`config.mk`:
```
export PLATFORM = sky130hd
export DESIGN_NAME = resp_misr_compactor
export DESIGN_NICKNAME = d
export VERILOG_FILES = /design/src/rtl/misr_pkg.sv /design/src/rtl/misr_reg.sv /design/src/rtl/resp_misr_compactor.sv
export SDC_FILE = /design/constraint.sdc
export NUM_CORES = 1
export LEC_CHECK = 0
export BUFFER_PORTS_ARGS = -buffer_cell sky130_fd_sc_hd__buf_4
export CORE_UTILIZATION = 42
export CTS_CLUSTER_DIAMETER = 50
export DETAILED_ROUTE_END_ITERATION = 12
export GPL_ROUTABILITY_DRIVEN = 0
export PLACE_DENSITY = 0.79
export SYNTH_ARGS = -nofsm -noshare
export SYNTH_HDL_FRONTEND = slang
export SYNTH_SLANG_ARGS = --single-unit
```
`constraint.sdc`:
```
create_clock -name clk -period 4.1 [get_ports clk]
set_input_delay 0 -clock clk [delete_from_list [all_inputs] [get_ports clk]]
set_output_delay 0 -clock clk [all_outputs]
set_load 0.01 [all_outputs]
```
`src/rtl/misr_pkg.sv`:
```
// rtl/misr_pkg.sv - shared types, defaults and MISR step function for the response compactor
// Purpose : FSM state encoding, default polynomial/seed, and the reference
//           MISR next-state function used by misr_reg.
// Contents: state_t {IDLE,RUN,DONE}; POLY_DEFAULT; SEED_DEFAULT; MISR_MAX_W;
//           misr_next(sig,data,poly,w) -> next signature (low w bits valid).
package misr_pkg;

  typedef enum logic [1:0] {
    IDLE = 2'd0,
    RUN  = 2'd1,
    DONE = 2'd2
  } state_t;

  // x^16 + x^5 + x^3 + x^2 + 1, x^16 implied
  localparam logic [15:0] POLY_DEFAULT = 16'h002D;
  localparam logic [15:0] SEED_DEFAULT = 16'hFFFF;

  // Widest signature the shared function handles; callers zero-extend into it.
  localparam int MISR_MAX_W = 64;

  // One MISR step for a w-bit register: shift left, fold the outgoing MSB
  // back through the taps, then XOR the response in.
  function automatic logic [MISR_MAX_W-1:0] misr_next(
    input logic [MISR_MAX_W-1:0] sig,
    input logic [MISR_MAX_W-1:0] data,
    input logic [MISR_MAX_W-1:0] poly,
    input int unsigned           w
  );
    logic [MISR_MAX_W-1:0] keep;
    logic [MISR_MAX_W-1:0] nxt;
    logic [5:0]            msb_idx;
    msb_idx = 6'(w - 1);
    if (w >= MISR_MAX_W) keep = {MISR_MAX_W{1'b1}};
    else                 keep = (MISR_MAX_W'(1) << w) - MISR_MAX_W'(1);
    nxt = (sig << 1) ^ (sig[msb_idx] ? poly : '0) ^ data;
    return nxt & keep;
  endfunction

endpackage

```
`src/rtl/misr_reg.sv`:
```
// rtl/misr_reg.sv - SIG_W-bit MISR register with load/enable
// Purpose : holds the signature; loads SEED on rst or load, steps on en.
// Ports   : clk, rst (sync, active-high), load (reseed), en (compact data),
//           data[WIDTH-1:0] (response), sig (current contents),
//           sig_next (value sig takes if en is taken this cycle).
module misr_reg
  import misr_pkg::*;
#(
  parameter int               SIG_W = 16,
  parameter int               WIDTH = 1,
  parameter logic [SIG_W-1:0] POLY  = SIG_W'(POLY_DEFAULT),
  parameter logic [SIG_W-1:0] SEED  = SIG_W'(SEED_DEFAULT)
) (
  input  logic             clk,
  input  logic             rst,
  input  logic             load,
  input  logic             en,
  input  logic [WIDTH-1:0] data,
  output logic [SIG_W-1:0] sig,
  output logic [SIG_W-1:0] sig_next
);

  logic [MISR_MAX_W-1:0] nxt_full;

  always_comb begin
    nxt_full = misr_next(MISR_MAX_W'(sig), MISR_MAX_W'(data),
                         MISR_MAX_W'(POLY), SIG_W);
  end

  assign sig_next = nxt_full[SIG_W-1:0];

  // Upper bits of the shared-width result are always zero here.
  generate
    if (SIG_W < MISR_MAX_W) begin : g_hi
      logic unused_hi;
      assign unused_hi = ^nxt_full[MISR_MAX_W-1:SIG_W];
    end
  endgenerate

  always_ff @(posedge clk) begin
    if (rst || load) sig <= SEED;
    else if (en)     sig <= sig_next;
  end

endmodule

```
`src/rtl/resp_misr_compactor.sv`:
```
// rtl/resp_misr_compactor.sv - compacts NUM_PAT CUT responses into a MISR signature and checks it
// Purpose : per session (start pulse) accept NUM_PAT responses, compact them in
//           misr_reg, then compare against expected_sig and report pass/done.
// Ports   : clk; rst (sync, active-high); start; resp_valid; resp_data[WIDTH-1:0];
//           resp_mask[WIDTH-1:0] (only with MISR_MASK_EN, 1 = force bit to 0);
//           resp_ready; expected_sig[SIG_W-1:0]; signature[SIG_W-1:0];
//           pat_count[$clog2(NUM_PAT+1)-1:0]; busy; done; pass.
// Config  : define MISR_MASK_EN to add the resp_mask input.
module resp_misr_compactor
  import misr_pkg::*;
#(
  parameter int               WIDTH   = 1,
  parameter int               SIG_W   = 16,
  parameter logic [SIG_W-1:0] POLY    = SIG_W'(POLY_DEFAULT),
  parameter logic [SIG_W-1:0] SEED    = SIG_W'(SEED_DEFAULT),
  parameter int               NUM_PAT = 16,
  localparam int              CW      = $clog2(NUM_PAT + 1)
) (
  input  logic             clk,
  input  logic             rst,
  input  logic             start,
  input  logic             resp_valid,
  input  logic [WIDTH-1:0] resp_data,
`ifdef MISR_MASK_EN
  input  logic [WIDTH-1:0] resp_mask,
`endif
  output logic             resp_ready,
  input  logic [SIG_W-1:0] expected_sig,
  output logic [SIG_W-1:0] signature,
  output logic [CW-1:0]    pat_count,
  output logic             busy,
  output logic             done,
  output logic             pass
);

  state_t           state;
  logic             accept;
  logic             last;
  logic             load;
  logic [WIDTH-1:0] data_eff;
  logic [SIG_W-1:0] sig_next;

  assign resp_ready = (state == RUN);
  assign accept     = resp_valid & resp_ready;
  assign last       = (pat_count == CW'(NUM_PAT - 1));
  // start only reseeds outside RUN; a start during RUN is ignored.
  assign load       = start & (state != RUN);

`ifdef MISR_MASK_EN
  assign data_eff = resp_data & ~resp_mask;
`else
  assign data_eff = resp_data;
`endif

  misr_reg #(
    .SIG_W (SIG_W),
    .WIDTH (WIDTH),
    .POLY  (POLY),
    .SEED  (SEED)
  ) u_misr (
    .clk      (clk),
    .rst      (rst),
    .load     (load),
    .en       (accept),
    .data     (data_eff),
    .sig      (signature),
    .sig_next (sig_next)
  );

  always_ff @(posedge clk) begin
    if (rst) begin
      state     <= IDLE;
      pat_count <= '0;
      busy      <= 1'b0;
      done      <= 1'b0;
      pass      <= 1'b0;
    end else begin
      case (state)
        RUN: begin
          if (accept) begin
            pat_count <= pat_count + CW'(1);
            if (last) begin
              state <= DONE;
              busy  <= 1'b0;
              done  <= 1'b1;
              // Compare the value the register is taking on this same edge.
              pass  <= (sig_next == expected_sig);
            end
          end
        end
        default: begin
          if (start) begin
            state     <= RUN;
            pat_count <= '0;
            busy      <= 1'b1;
            done      <= 1'b0;
            pass      <= 1'b0;
          end
        end
      endcase
    end
  end

endmodule
```
==> impl_metrics.py <==
metrics = {
    "synth": {
        "netlist_instances": 148,
        "syn_avg_cell_area_um2": 8.34,
        "synth_edf_count": 0,
        "syn_area_um2": 1230,
        "synth_flop_cell": "dfxtp_1",
        "yosysSeqAreaShare_pct": 38.9,
        "synthArstFlopShare_pct": 0,
        "synth.distinct_cells": 25,
        "synth_nets": 171,
        "synth-seq-cells": 24,
        "synth_warnings": 0,
    },
    "detailed_routing": {
        "routed_wl_um": 2610,
        "drc": 0,
        "antenna_left": 0,
        "drt_iter0_drc": 21,
        "viasPerCell": 5.16,
        "vias": 1089,
        "wire_per_inst_um": 12.3,
        "dr.pass1.iters": 4,
    },
    "pwr": {
        "ir_worst_vdd_v": 0.000226,
        "p_per_area_nw_per_um2": 296,
        "leakagePower_uw": 0.000703,
    },
    "die": {
        "die_width_um": 56.2,
        "die-area_um2": 3160,
        "die_height_um": 56.2,
        "pin_count": 46,
        "start_util_pct": 44.7,
        "core_um2": 2760,
        "placementRows": 19,
    },
    "worst_setup_path": {
        "worstPathRequired_ns": 4.36,
        "crit_type": "reg -> reg",
        "crit_fanout": 17,
        "cp-end-kind": "flop",
        "cp.arrival_ns": 2.07,
        "start_kind": "flop",
    },
    "run_status": {
        "status": "finished, final reports clean",
    },
    "cts": {
        "tritoncts": "built",
        "cts_buffers": 3,
        "cts-htree-levels": 1,
        "post_cts_buffers": 0,
        "clk_path_buf_depth": 2,
        "cts-resized-gates": 0,
        "path_clk_slew_ns": 0.13,
        "cts-hold-fix-buffers": 2,
        "clock-sinks": 24,
        "clkLatencyLatePin_ns": 0.31,
        "clockRootBuffer": "clkbuf_4",
    },
    "grt": {
        "grt_start_max_net_pins": 25,
        "antenna_found_initial": 0,
        "grt_pass1_wl_um": 4420,
        "grt_overflow_total": 0,
        "grt_usage_pct": 17.5,
        "grt_pass1_vias": 1035,
    },
    "sta": {
        "max_freq_ghz": 0.552,
        "skew_ns": 0.00371,
        "slew_headroom_pct": 22.1,
        "rsz0062_at_grt": "false",
        "setup_viol": 0,
        "finalSetupTns_ns": 0,
        "period_share_pct": 44.2,
        "final-hold-violation-count": 0,
        "finalWorstSetupSlack_ns": 2.29,
        "period_minus_slack_ns": 1.81,
        "worst_slew_pin_slew_ns": 1.17,
        "slew_violations": 0,
        "worst_hold_slack_ns": 0.0155,
    },
    "place": {
        "port_buffers": 45,
        "place_ws_ns": 2.26,
        "place_inst": 205,
        "place_area_um2": 1490,
        "hpwl_um": 2040,
    },
    "layout": {
        "drive_gt1_share_pct": 28.9,
        "synthToLayoutAreaGrowth_pct": 25.6,
        "layout_common_cells": "buf_4, nand2_1, dfxtp_1",
        "diodes": 0,
        "stdcell_area_um2": 1550,
        "layout.cells.non_filler": 211,
        "final_common_cell": "buf_4",
        "nNetsFinal": 204,
    },
    "hold_path": {
        "min_path_type": "in -> reg",
    },
    "run": {
        "cap_violations": 0,
    },
}
==> per-stage QoR <==
step                utilization, %  total power [uW]
global placement              54.1               338
detailed placement            54.1               341
floorplan                        -               309
CTS                           56.2               464
finish                        56.2               458
global route                  56.2               485
==> registers in the layout (all words and copies together) (netlist names) <==
| register | flops |
|---|---|
| state | 1 |
| pass | 1 |
| u_misr.sig | 16 |
| done | 1 |
| pat_count | 5 |
==> critical path, cell delays in order (launching register included) <==
cell and delay (ns):
dfxtp_1 0.35, nand2b_1 0.17, a21oi_1 0.92, a32o_2 0.31
==> final cells by class <==
class | instances | area, um2
multi-input combinational | 103 | 628
tap | 31 | 38.8
inverter | 2 | 7.51
sequential | 24 | 480
timing repair buffer | 47 | 358
clock buffer | 4 | 36.3
fill | 268 | 1210
==> final timing paths <==
check | slack [ns] | depth (start not counted) | start | to
setup / recovery | 2.29 | 3 | done | pass
hold / removal | 0.02 | 3 | resp_data | u_misr.sig[0]
setup reg to reg | 2.29 | 3 | done | pass
hold reg to reg | 0.51 | 1 | pat_count[3] | pat_count[3]
==> routing by layer <==
layer  share of wire (%)  GRT usage (%)
met2                  52           32.7
met5                   0              0
met3                 4.9           4.88
met1                  42           19.4
met4                 2.0           4.53
==> cell usage after synthesis, drive strengths merged (3+ instances only) <==
master   n  area [um2]
nand2b   3        18.8
xor2     3        26.3
a21oi    7        35.0
o211ai   4        30.0
xnor2   17         149
clkbuf   6        22.5
nor2     9        33.8
buf     13        95.1
nand2   29         109
nand4    3        18.8
nand3   14        70.1
dfxtp   24         480
==> where the power goes <==
part	internal (uW)	switching, uW
combinational	44.5	40.1
clock	54.2	67.8
sequential	241	10.6
total	340	119
==> logic make-up after synthesis <==
family          Yosys count  synth area share, %
simple gates             64                 24.0
flops                    24                 38.9
buf+inv                  21                 10.1
xor+xnor                 20                 14.2
compound gates           17                 10.6
fa+ha+maj                 2                 2.03
No activity file was read; power rests on OpenSTA's default activity.
